### config.mk
export PLATFORM = sky130hd
export DESIGN_NAME = cacheline_adapter_rw_flat
export DESIGN_NICKNAME = d
export VERILOG_FILES = /design/src/rtl/cacheline_adapter_rw_pkg.sv /design/src/rtl/cacheline_adapter_rw_if.sv /design/src/rtl/cacheline_adapter_rw_beat_shift_buf.sv /design/src/rtl/cacheline_adapter_rw.sv /design/src/flat_wrapper.sv
export SDC_FILE = /design/constraint.sdc
export NUM_CORES = 1
export LEC_CHECK = 0
export ABC_CLOCK_PERIOD_IN_PS = 5900
export BUFFER_PORTS_ARGS = -buffer_cell sky130_fd_sc_hd__buf_4
export CORE_AREA = 2 2 291 293
export CTS_CLUSTER_DIAMETER = 150
export CTS_CLUSTER_SIZE = 16
export DETAILED_ROUTE_END_ITERATION = 8
export DIE_AREA = 0 0 293 295
export SETUP_SLACK_MARGIN = 0.5
export SLEW_MARGIN = 0
export SYNTH_ARGS = -nofsm -noshare
export SYNTH_HDL_FRONTEND = slang
export SYNTH_SLANG_ARGS = --single-unit
### constraint.sdc
create_clock -name clk -period 5.9 [get_ports clk]
set_input_delay 0.885 -clock clk [delete_from_list [all_inputs] [get_ports clk]]
set_output_delay 0.885 -clock clk [all_outputs]
set_load 0.02 [all_outputs]
### src/rtl/cacheline_adapter_rw_pkg.sv
// Shared types and default widths for the cacheline <-> bmem burst adapter.
package cacheline_adapter_rw_pkg;

    localparam int ADDR_W_DEF = 32;
    localparam int LINE_W_DEF = 256;
    localparam int BEAT_W_DEF = 64;

    typedef enum logic [2:0] {
        ST_IDLE,
        ST_RD_REQ,
        ST_RD_DATA,
        ST_WR_DATA,
        ST_RESP
    } state_e;

endpackage

### src/rtl/cacheline_adapter_rw_if.sv
// Bundle of the line-wide DFP port and the beat-wide bmem port.
// slave = the adapter itself; master = the environment driving it.
interface cacheline_adapter_rw_if
    import cacheline_adapter_rw_pkg::*;
#(
    parameter int ADDR_W = ADDR_W_DEF,
    parameter int LINE_W = LINE_W_DEF,
    parameter int BEAT_W = BEAT_W_DEF
) ();

    logic [ADDR_W-1:0] dfp_addr;
    logic              dfp_read;
    logic              dfp_write;
    logic [LINE_W-1:0] dfp_wdata;
    logic [LINE_W-1:0] dfp_rdata;
    logic              dfp_resp;
    logic              dfp_err;

    logic [ADDR_W-1:0] bmem_addr;
    logic              bmem_read;
    logic              bmem_write;
    logic [BEAT_W-1:0] bmem_wdata;
    logic              bmem_ready;
    logic [ADDR_W-1:0] bmem_raddr;
    logic [BEAT_W-1:0] bmem_rdata;
    logic              bmem_rvalid;

    modport slave (
        input  dfp_addr, dfp_read, dfp_write, dfp_wdata,
        output dfp_rdata, dfp_resp, dfp_err,
        output bmem_addr, bmem_read, bmem_write, bmem_wdata,
        input  bmem_ready, bmem_raddr, bmem_rdata, bmem_rvalid
    );

    modport master (
        output dfp_addr, dfp_read, dfp_write, dfp_wdata,
        input  dfp_rdata, dfp_resp, dfp_err,
        input  bmem_addr, bmem_read, bmem_write, bmem_wdata,
        output bmem_ready, bmem_raddr, bmem_rdata, bmem_rvalid
    );

endinterface

### src/rtl/cacheline_adapter_rw_beat_shift_buf.sv
// Line-wide buffer: whole-line load for writes, indexed beat insert for read
// assembly, indexed beat extract for write disassembly. One index serves both.
module beat_shift_buf #(
    parameter int LINE_W = 256,
    parameter int BEAT_W = 64,
    parameter int CNT_W  = 2
) (
    input  logic              clk,
    input  logic              rst,
    input  logic              load,
    input  logic [LINE_W-1:0] load_line,
    input  logic              beat_we,
    input  logic [CNT_W-1:0]  idx,
    input  logic [BEAT_W-1:0] beat_in,
    output logic [LINE_W-1:0] line_nxt,
    output logic [LINE_W-1:0] line,
    output logic [BEAT_W-1:0] beat_out
);

    logic [LINE_W-1:0] line_q, line_d;

    // Next line: full load wins over a single-beat insert.
    always_comb begin
        line_d = line_q;
        if (load) begin
            line_d = load_line;
        end else if (beat_we) begin
            line_d[idx*BEAT_W +: BEAT_W] = beat_in;
        end
    end

    // Line storage, cleared by the asynchronous active-low reset.
    always_ff @(posedge clk or negedge rst) begin
        if (!rst) line_q <= '0;
        else      line_q <= line_d;
    end

    assign line_nxt = line_d;
    assign line     = line_q;
    assign beat_out = line_q[idx*BEAT_W +: BEAT_W];

endmodule

### src/rtl/cacheline_adapter_rw.sv
// Read/write cacheline adapter: one line transaction at a time, split into or
// assembled from BEATS bmem beats, least-significant beat first.
module cacheline_adapter_rw
    import cacheline_adapter_rw_pkg::*;
#(
    parameter int ADDR_W = ADDR_W_DEF,
    parameter int LINE_W = LINE_W_DEF,
    parameter int BEAT_W = BEAT_W_DEF
) (
    input  logic                   clk,
    input  logic                   rst,
    cacheline_adapter_rw_if.slave  bus
);

    localparam int BEATS = LINE_W / BEAT_W;
    localparam int CNT_W = $clog2(BEATS);
    localparam int OFF_W = $clog2(LINE_W / 8);

    if ((LINE_W % BEAT_W) != 0 || BEATS < 2 || (BEATS & (BEATS - 1)) != 0) begin : g_bad_cfg
        $error("cacheline_adapter_rw: LINE_W/BEAT_W must be a power of two >= 2");
    end

    state_e            state_q, state_d;
    logic [CNT_W-1:0]  cnt_q, cnt_d;
    logic [ADDR_W-1:0] addr_q, addr_d;
    logic              err_q, err_d;
    logic [LINE_W-1:0] rdata_q, rdata_d;

    logic              buf_load, buf_we;
    logic [LINE_W-1:0] buf_line_nxt, buf_line;
    logic [BEAT_W-1:0] buf_beat;
    logic [ADDR_W-1:0] aligned_addr;
    logic              unused_addr_bits;
    logic              unused_buf_line;

    assign aligned_addr     = {bus.dfp_addr[ADDR_W-1:OFF_W], {OFF_W{1'b0}}};
    assign unused_addr_bits = ^bus.dfp_addr[OFF_W-1:0];
    assign unused_buf_line  = ^buf_line;

    beat_shift_buf #(
        .LINE_W (LINE_W),
        .BEAT_W (BEAT_W),
        .CNT_W  (CNT_W)
    ) u_buf (
        .clk       (clk),
        .rst       (rst),
        .load      (buf_load),
        .load_line (bus.dfp_wdata),
        .beat_we   (buf_we),
        .idx       (cnt_q),
        .beat_in   (bus.bmem_rdata),
        .line_nxt  (buf_line_nxt),
        .line      (buf_line),
        .beat_out  (buf_beat)
    );

    // Next-state, counter, error flag and handshake outputs.
    always_comb begin
        state_d        = state_q;
        cnt_d          = cnt_q;
        addr_d         = addr_q;
        err_d          = err_q;
        rdata_d        = rdata_q;
        buf_load       = 1'b0;
        buf_we         = 1'b0;
        bus.bmem_read  = 1'b0;
        bus.bmem_write = 1'b0;
        bus.dfp_resp   = 1'b0;
        bus.dfp_err    = 1'b0;
        unique case (state_q)
            ST_IDLE: begin
                // Write has priority when both requests show up together.
                if (bus.dfp_write) begin
                    addr_d   = aligned_addr;
                    buf_load = 1'b1;
                    cnt_d    = '0;
                    state_d  = ST_WR_DATA;
                end else if (bus.dfp_read) begin
                    addr_d  = aligned_addr;
                    state_d = ST_RD_REQ;
                end
            end
            ST_RD_REQ: begin
                bus.bmem_read = 1'b1;
                if (bus.bmem_ready) begin
                    cnt_d   = '0;
                    state_d = ST_RD_DATA;
                end
            end
            ST_RD_DATA: begin
                if (bus.bmem_rvalid) begin
                    buf_we = 1'b1;
                    cnt_d  = cnt_q + 1'b1;
                    if (bus.bmem_raddr != addr_q) err_d = 1'b1;
                    // Publish the completed line together with its last beat.
                    if (cnt_q == CNT_W'(BEATS - 1)) begin
                        rdata_d = buf_line_nxt;
                        state_d = ST_RESP;
                    end
                end
            end
            ST_WR_DATA: begin
                bus.bmem_write = 1'b1;
                if (bus.bmem_ready) begin
                    cnt_d = cnt_q + 1'b1;
                    if (cnt_q == CNT_W'(BEATS - 1)) state_d = ST_RESP;
                end
            end
            ST_RESP: begin
                // The flag can only be set by reads, so writes report 0 here.
                bus.dfp_resp = 1'b1;
                bus.dfp_err  = err_q;
                err_d        = 1'b0;
                cnt_d        = '0;
                state_d      = ST_IDLE;
            end
            default: state_d = ST_IDLE;
        endcase
    end

    // State and datapath registers; reset abandons any burst in progress.
    always_ff @(posedge clk or negedge rst) begin
        if (!rst) begin
            state_q <= ST_IDLE;
            cnt_q   <= '0;
            addr_q  <= '0;
            err_q   <= 1'b0;
            rdata_q <= '0;
        end else begin
            state_q <= state_d;
            cnt_q   <= cnt_d;
            addr_q  <= addr_d;
            err_q   <= err_d;
            rdata_q <= rdata_d;
        end
    end

    assign bus.bmem_addr  = addr_q;
    assign bus.bmem_wdata = buf_beat;
    assign bus.dfp_rdata  = rdata_q;

    a_no_dual_req: assert property (@(posedge clk) disable iff (!rst)
        !(state_q == ST_IDLE && bus.dfp_read && bus.dfp_write));

endmodule
### src/flat_wrapper.sv
// flat-port wrapper written by rule: the top's interface ports become plain ports
module cacheline_adapter_rw_flat import cacheline_adapter_rw_pkg::*;
#(
    parameter int ADDR_W = ADDR_W_DEF,
    parameter int LINE_W = LINE_W_DEF,
    parameter int BEAT_W = BEAT_W_DEF
)
  (clk, rst, bus_dfp_addr, bus_dfp_read, bus_dfp_write, bus_dfp_wdata, bus_dfp_rdata, bus_dfp_resp, bus_dfp_err, bus_bmem_addr, bus_bmem_read, bus_bmem_write, bus_bmem_wdata, bus_bmem_ready, bus_bmem_raddr, bus_bmem_rdata, bus_bmem_rvalid);
  cacheline_adapter_rw_if #(.ADDR_W(ADDR_W), .LINE_W(LINE_W), .BEAT_W(BEAT_W)) bus_i ();
  input  logic clk;
  input  logic rst;
  input wire logic [$bits(bus_i.dfp_addr)-1:0] bus_dfp_addr;
  input wire logic [$bits(bus_i.dfp_read)-1:0] bus_dfp_read;
  input wire logic [$bits(bus_i.dfp_write)-1:0] bus_dfp_write;
  input wire logic [$bits(bus_i.dfp_wdata)-1:0] bus_dfp_wdata;
  output wire logic [$bits(bus_i.dfp_rdata)-1:0] bus_dfp_rdata;
  output wire logic [$bits(bus_i.dfp_resp)-1:0] bus_dfp_resp;
  output wire logic [$bits(bus_i.dfp_err)-1:0] bus_dfp_err;
  output wire logic [$bits(bus_i.bmem_addr)-1:0] bus_bmem_addr;
  output wire logic [$bits(bus_i.bmem_read)-1:0] bus_bmem_read;
  output wire logic [$bits(bus_i.bmem_write)-1:0] bus_bmem_write;
  output wire logic [$bits(bus_i.bmem_wdata)-1:0] bus_bmem_wdata;
  input wire logic [$bits(bus_i.bmem_ready)-1:0] bus_bmem_ready;
  input wire logic [$bits(bus_i.bmem_raddr)-1:0] bus_bmem_raddr;
  input wire logic [$bits(bus_i.bmem_rdata)-1:0] bus_bmem_rdata;
  input wire logic [$bits(bus_i.bmem_rvalid)-1:0] bus_bmem_rvalid;
  assign bus_i.dfp_addr = bus_dfp_addr;
  assign bus_i.dfp_read = bus_dfp_read;
  assign bus_i.dfp_write = bus_dfp_write;
  assign bus_i.dfp_wdata = bus_dfp_wdata;
  assign bus_dfp_rdata = bus_i.dfp_rdata;
  assign bus_dfp_resp = bus_i.dfp_resp;
  assign bus_dfp_err = bus_i.dfp_err;
  assign bus_bmem_addr = bus_i.bmem_addr;
  assign bus_bmem_read = bus_i.bmem_read;
  assign bus_bmem_write = bus_i.bmem_write;
  assign bus_bmem_wdata = bus_i.bmem_wdata;
  assign bus_i.bmem_ready = bus_bmem_ready;
  assign bus_i.bmem_raddr = bus_bmem_raddr;
  assign bus_i.bmem_rdata = bus_bmem_rdata;
  assign bus_i.bmem_rvalid = bus_bmem_rvalid;
  cacheline_adapter_rw #(.ADDR_W(ADDR_W), .LINE_W(LINE_W), .BEAT_W(BEAT_W)) u_core (.clk(clk), .rst(rst), .bus(bus_i));
endmodule
Word-level counts from Yosys, hierarchy flattened --
Cells that the tools add are included.
Storage, ports and cells: register bits 550, bits in latches 0, RAM bits 0, memory bits (read-only) 0, input port bits 390, output and inout bits 356, logic and storage cells 60, memories kept 0
Operators by class: add/subtract/negate cells 2, multipliers 0, divide/modulo/power cells 0, magnitude comparators 0, eq/ne operators 12, shift-type cells 3, multiplexer cells 28, bitwise gates (word level) 0, reduce and logical (&&, ||, !) cells 9
Operators by type and width (count):
- 256-bit two-way mux | 2
- 256-bit bitwise mux | 1
- 64-bit by 34-bit variable shift with 256-bit output, first input constant | 1
- 256-bit by 9-bit variable part select with 64-bit output | 1
- 64-bit by 34-bit variable part select with 256-bit output | 1
- 32-bit two-way mux | 2
- 8-bit negator with 34-bit output | 1
- 32-bit != test | 1
- 3-bit two-way mux | 6
- 3-bit one-hot mux with 4 select lines | 1
- 1-bit two-way mux | 10
- 2-bit one-hot mux with 5 select lines | 1
- 2-bit two-way mux | 4
- 2-bit != test, second input constant | 4
- 3-bit by 2-bit equality test with 1-bit output, second input constant | 2
- 3-bit AND reduction | 2
- 5-bit AND reduction | 1
- 5-bit nonzero test | 1
- 4-bit AND reduction | 1
- 2-bit nonzero test | 2
- 3-bit by 1-bit equality test with 1-bit output, second input constant | 1
- 3-bit equality test, second input constant | 1
- 3-bit logical NOT | 1
- 3-bit != test, second input constant | 1
- 5 further kinds | 5

Longest topological paths before layout --
depth in word-level cells 5, depth in mapped cells 9, mapped depth without buffers 6

By module --
Synthesis repeated with hierarchy kept, for this count alone.
Second synthesis, totals: cell total of the unflattened synthesis 2225, area, all modules 27370.0 µm²
By module, submodules not included:
- beat_shift_buf | times used 1, cells an instance 1540, area an instance 15128.3 µm²
- cacheline_adapter_rw | times used 1, cells an instance 685, area an instance 12241.7 µm²

Worst setup path after synthesis --
Ideal clock, no wire load.
path type register to output, from reg u_core.cnt_q[0], to out bus_bmem_wdata[0], arrival 1.575 ns, data required time 5.015 ns, path slack 3.440 ns, cell stages (with the launch flop) 4, buffers on the path 2, cell sequence dfrtp_1 buf_2 buf_2 mux4_2
On the way: longest elaborated chain between the ends 1
RTL lines:
- start, declared | line cacheline_adapter_rw.sv:24 | logic [CNT_W-1:0] cnt_q, cnt_d;
- start signal, assigned | line cacheline_adapter_rw.sv:131 | cnt_q <= cnt_d;
- 256-bit by 9-bit variable part select with 64-bit output | line cacheline_adapter_rw_beat_shift_buf.sv:40 | assign beat_out = line_q[idx*BEAT_W +: BEAT_W];
- end, declared | line flat_wrapper.sv:22 | output wire logic [$bits(bus_i.bmem_wdata)-1:0] bus_bmem_wdata;
No other way between the ends.

Final worst setup path --
from reg u_core.cnt_q[0], to out bus_bmem_wdata[37]
Same word-level chain as after synthesis.

==> metrics.md <==
| Metric | Value |
|---|---|
| Syn. warnings | 0 |
| Initial antenna violation count | 19 |
| Congestion Overflow GR | 0 |
| # setup viols final | 0 |
| RePlAce Congestion | 0.852 |
| Core area | 83200 um^2 |
| Slew @ Worst Pin | 1.25 ns |
| Clock power frac | 13.6% |
| Drt pass-1 iters | 5 |
| Max Cap Viol | 0 |
| Total CTS buffers | 40 |
| Crit path capture type | primary output |
| Core Rows | 106 |
| Worst Setup Path Type | reg2out |
| Final WL | 104000 um |
| Port buffer count | 735 |
| Setup Skew | 0.0407 ns |
| Fin. Hold Viols | 0 |
| H-tree levels | 2 |
| Growth of design area from synthesis to finish | 29.2% |
| Post-detail-place hpwl | 67400 um |
| Switching Fraction | 43.0% |
| Nets | 3216 |
| Gr usage total | 23.3% |
| Drc violations | 0 |
| Post-DRT Antenna Nets | 0 |
| I/O pin cnt | 746 |
| Leakage power total | 15.7 nW |
| Final Cycle Share | 72.1% |
| Vias in the first global route | 21.5k |
| Req. time, crit path | 5.02 ns |
| Post-synthesis register bit count | 545 |
| P_sw | 0.00849 W |
| Die height | 295 um |
| Sequential-to-total area share from yosys stat | 53.2% |
| Pwr Density | 596 nW/um^2 |
| Worst Setup Start Kind | flip-flop |
| Filler Cell Count | 8147 |
| Vias after detailed routing | 21.2k |
| Fmax | 235 MHz |
| Number of cells produced by synthesis | 2214 |
| Crit path cell chain | buf_4, buf_4, mux4_2, buf_4 |
| Status | finished clean |
| Area taken by multi-input logic gates | 11100 um^2 |
| Synth Area per Inst | 11.6 um^2 |
| First-pass GRT wire length | 150000 um |
| Synth top area share | 53.2% |
| Setup TNS | 0 ns |
| Area leader, netlist | dfrtp_1 |
| # hold bufs at CTS | 0 |
| Synth cell types | 38 |
| Largest net degree at the start of global routing | 161 |
| RSZ-0062 raised after global routing | false |
| Die X | 293 um |
| Drt wl/cell | 26.6 um |
| HP Class | in2async |
| Tmin final | 4.26 ns |
| Vias per cell | 5.40 |
| Longest Clk Path Bufs | 3 |
| Slew HR | 16.1% |
| Slew Limit Fails | 0 |
| Share of power burned in registers | 33.9% |
| Critical Path AT | 3.37 ns |
| CP max-delay cell | buf_4 |
| Reg clk slew, reported paths | 0.09 ns |
| Comb power frac | 52.6% |
| Area contributors post-synth | dfrtp_1 (53%), mux2_2 (12%), o21a_1 (7.6%) |
| Latest clock arrival within the worst-skew pair | 0.61 ns |
| Top cell by count, worst path | buf_4 |
| CTS tree | done |
| Peak VDD IR | 0.000294 V |
| Die ar. | 86400 um^2 |
| FF+latch area | 13600 um^2 |
| Clock root cell | clkbuf_16 |
| CP max FO | 37 |
| Initial DRC count | 1723 |
| Util after Layout | 39.8% |
| Clk sinks | 545 |
| Share of cells above drive strength 1 | 41.7% |
| PostCTS Resize Cnt | 0 |
| Int Pwr | 0.0113 W |
| Synthesized area | 25600 um^2 |
| Starting Density | 30.8% |
| Post-CTS Setup Bufs | 0 |
| Slowest stage delay, CP | 0.79 ns |
layout make-up:
cell class	instances	area share [%]
repair buffers	770	17.9
clock buffers	43	3.12
inverters	5	0.0567
flip-flops and latches	545	41.2
multi-input cells	1458	33.4
well taps	1080	4.08
diodes	18	0.136
clock inverters	3	0.102
registers in the layout (all words and copies together), names as in the netlist:
name and count:
u_core.bus.bmem_addr 27, u_core.bus.dfp_rdata 256, u_core.cnt_q 2, u_core.err_q 1
u_core.state_q 3, u_core.u_buf.line 256
cells by family (layout without fill, tap and decap cells):
kind of cell | Yosys count | after routing | share of synthesized area (%)
compound gates | 267 | 267 | 7.83
xor+xnor | 27 | 27 | 0.922
fa+ha+maj | 6 | 6 | 0.293
buf+inv | 215 | 821 | 4.07
flops | 545 | 545 | 53.2
mux | 347 | 347 | 18.1
other cells | 1 | 23 | 0.0146
simple gates | 806 | 806 | 15.6
routing by layer:
metal / share of wire (%) / global-route usage (%) / vias up
met5: 0.014 / 0 / -
met4: 3.5 / 9.53 / 2
met3: 7.1 / 4.53 / 170
met2: 48 / 37.4 / 976
met1: 41 / 30.9 / 10800
li1: - / - / 9253
critical path: cells and delay by family (launching register included):
family | cells | cell delay, ns
mux | 1 | 0.63
flops | 1 | 0.41
buf+inv | 3 | 1.64
placed cells by master, fill, tap and decap left out, types with 3 or more instances in the layout:
cell type / synthesis / layout
buf_4: 16 / 759
dfrtp_1: 545 / 543
nand3_1: 321 / 321
mux2_2: 283 / 283
nand2_1: 260 / 259
o21a_1: 258 / 258
nand4_1: 198 / 198
mux4_2: 64 / 64
clkbuf_16: 0 / 41
xnor2_1: 24 / 24
diode_2: 0 / 18
buf_12: 0 / 10
nor3_1: 6 / 6
inv_1: 5 / 5
nand2_4: 0 / 5
conb_1: 1 / 5
and3_1: 3 / 3
xor2_1: 3 / 3
ha_4: 0 / 3
ha_1: 6 / 3
worst paths after layout:
kind,startpoint,end,slack [ns],cells after the start
max reg2reg,u_core.cnt_q[1]$_DFFE_PN0P_,u_core.bus.dfp_rdata[153]$_DFFE_PN0P_,2.07,7
max,u_core.cnt_q[0]$_DFFE_PN0P_,bus_bmem_wdata[37],1.64,4
max in group asynchronous,rst,u_core.bus.bmem_addr[13]$_DFFE_PN0P_,4.14,2
min in group clk,bus_dfp_wdata[193],u_core.u_buf.line[193]$_DFF_PN0_,0.49,2
min reg2reg,u_core.bus.dfp_rdata[238]$_DFFE_PN0P_,u_core.bus.dfp_rdata[238]$_DFFE_PN0P_,0.51,1
min,rst,u_core.bus.dfp_rdata[49]$_DFFE_PN0P_,0.32,1
metrics by stage:
| step | setup slack (ns) | instances | area (um^2) | power [W] | hold slack (ns) |
|---|---|---|---|---|---|
| final | 1.64 | 3922 | 33100 | 0.0198 | 0.324 |
| after global routing | 1.41 | 3920 | 33100 | 0.0208 | 0.381 |
| after CTS | 1.48 | 3904 | 33100 | 0.0198 | 0.357 |
| after detailed placement | 2.14 | 3858 | 32000 | 0.0171 | 0.486 |
| after global placement | 2.12 | 3858 | 32000 | 0.0170 | 0.481 |
| after floorplan | 3.44 | 2218 | 25700 | 0.0126 | 0.465 |
power groups by stage:
stage | Clock [W] | Sequential [W] | Combinational (W)
finish | 0.00268 | 0.00669 | 0.0104
detailed placement | 0 | 0.00671 | 0.0104
global route | 0.00289 | 0.00688 | 0.0110
global placement | 0 | 0.00667 | 0.0103
CTS | 0.00278 | 0.00666 | 0.0104
floorplan | 0 | 0.00747 | 0.00515
cell usage after synthesis (all sizes together):
| cell type | n |
|---|---|
| nor4bb | 1 |
| xnor2 | 24 |
| buf | 121 |
| and3 | 3 |
| a31o | 1 |
| inv | 5 |
| or4 | 1 |
| and2 | 1 |
| o21a | 258 |
| xor2 | 3 |
| nor4 | 2 |
| a21oi | 2 |
| clkbuf | 89 |
| nor2 | 2 |
| o211a | 1 |
| nor4b | 1 |
| ha | 6 |
| nor3b | 2 |
| nand3 | 321 |
| nand3b | 1 |
| o21ai | 1 |
| conb | 1 |
| a22o | 1 |
| nor2b | 1 |
| o31ai | 1 |
| nand4 | 198 |
| a41o | 2 |
| mux2 | 283 |
| mux4 | 64 |
| nand2 | 265 |
| nor3 | 7 |
| dfrtp | 545 |
(Power assumes the default switching activity.)
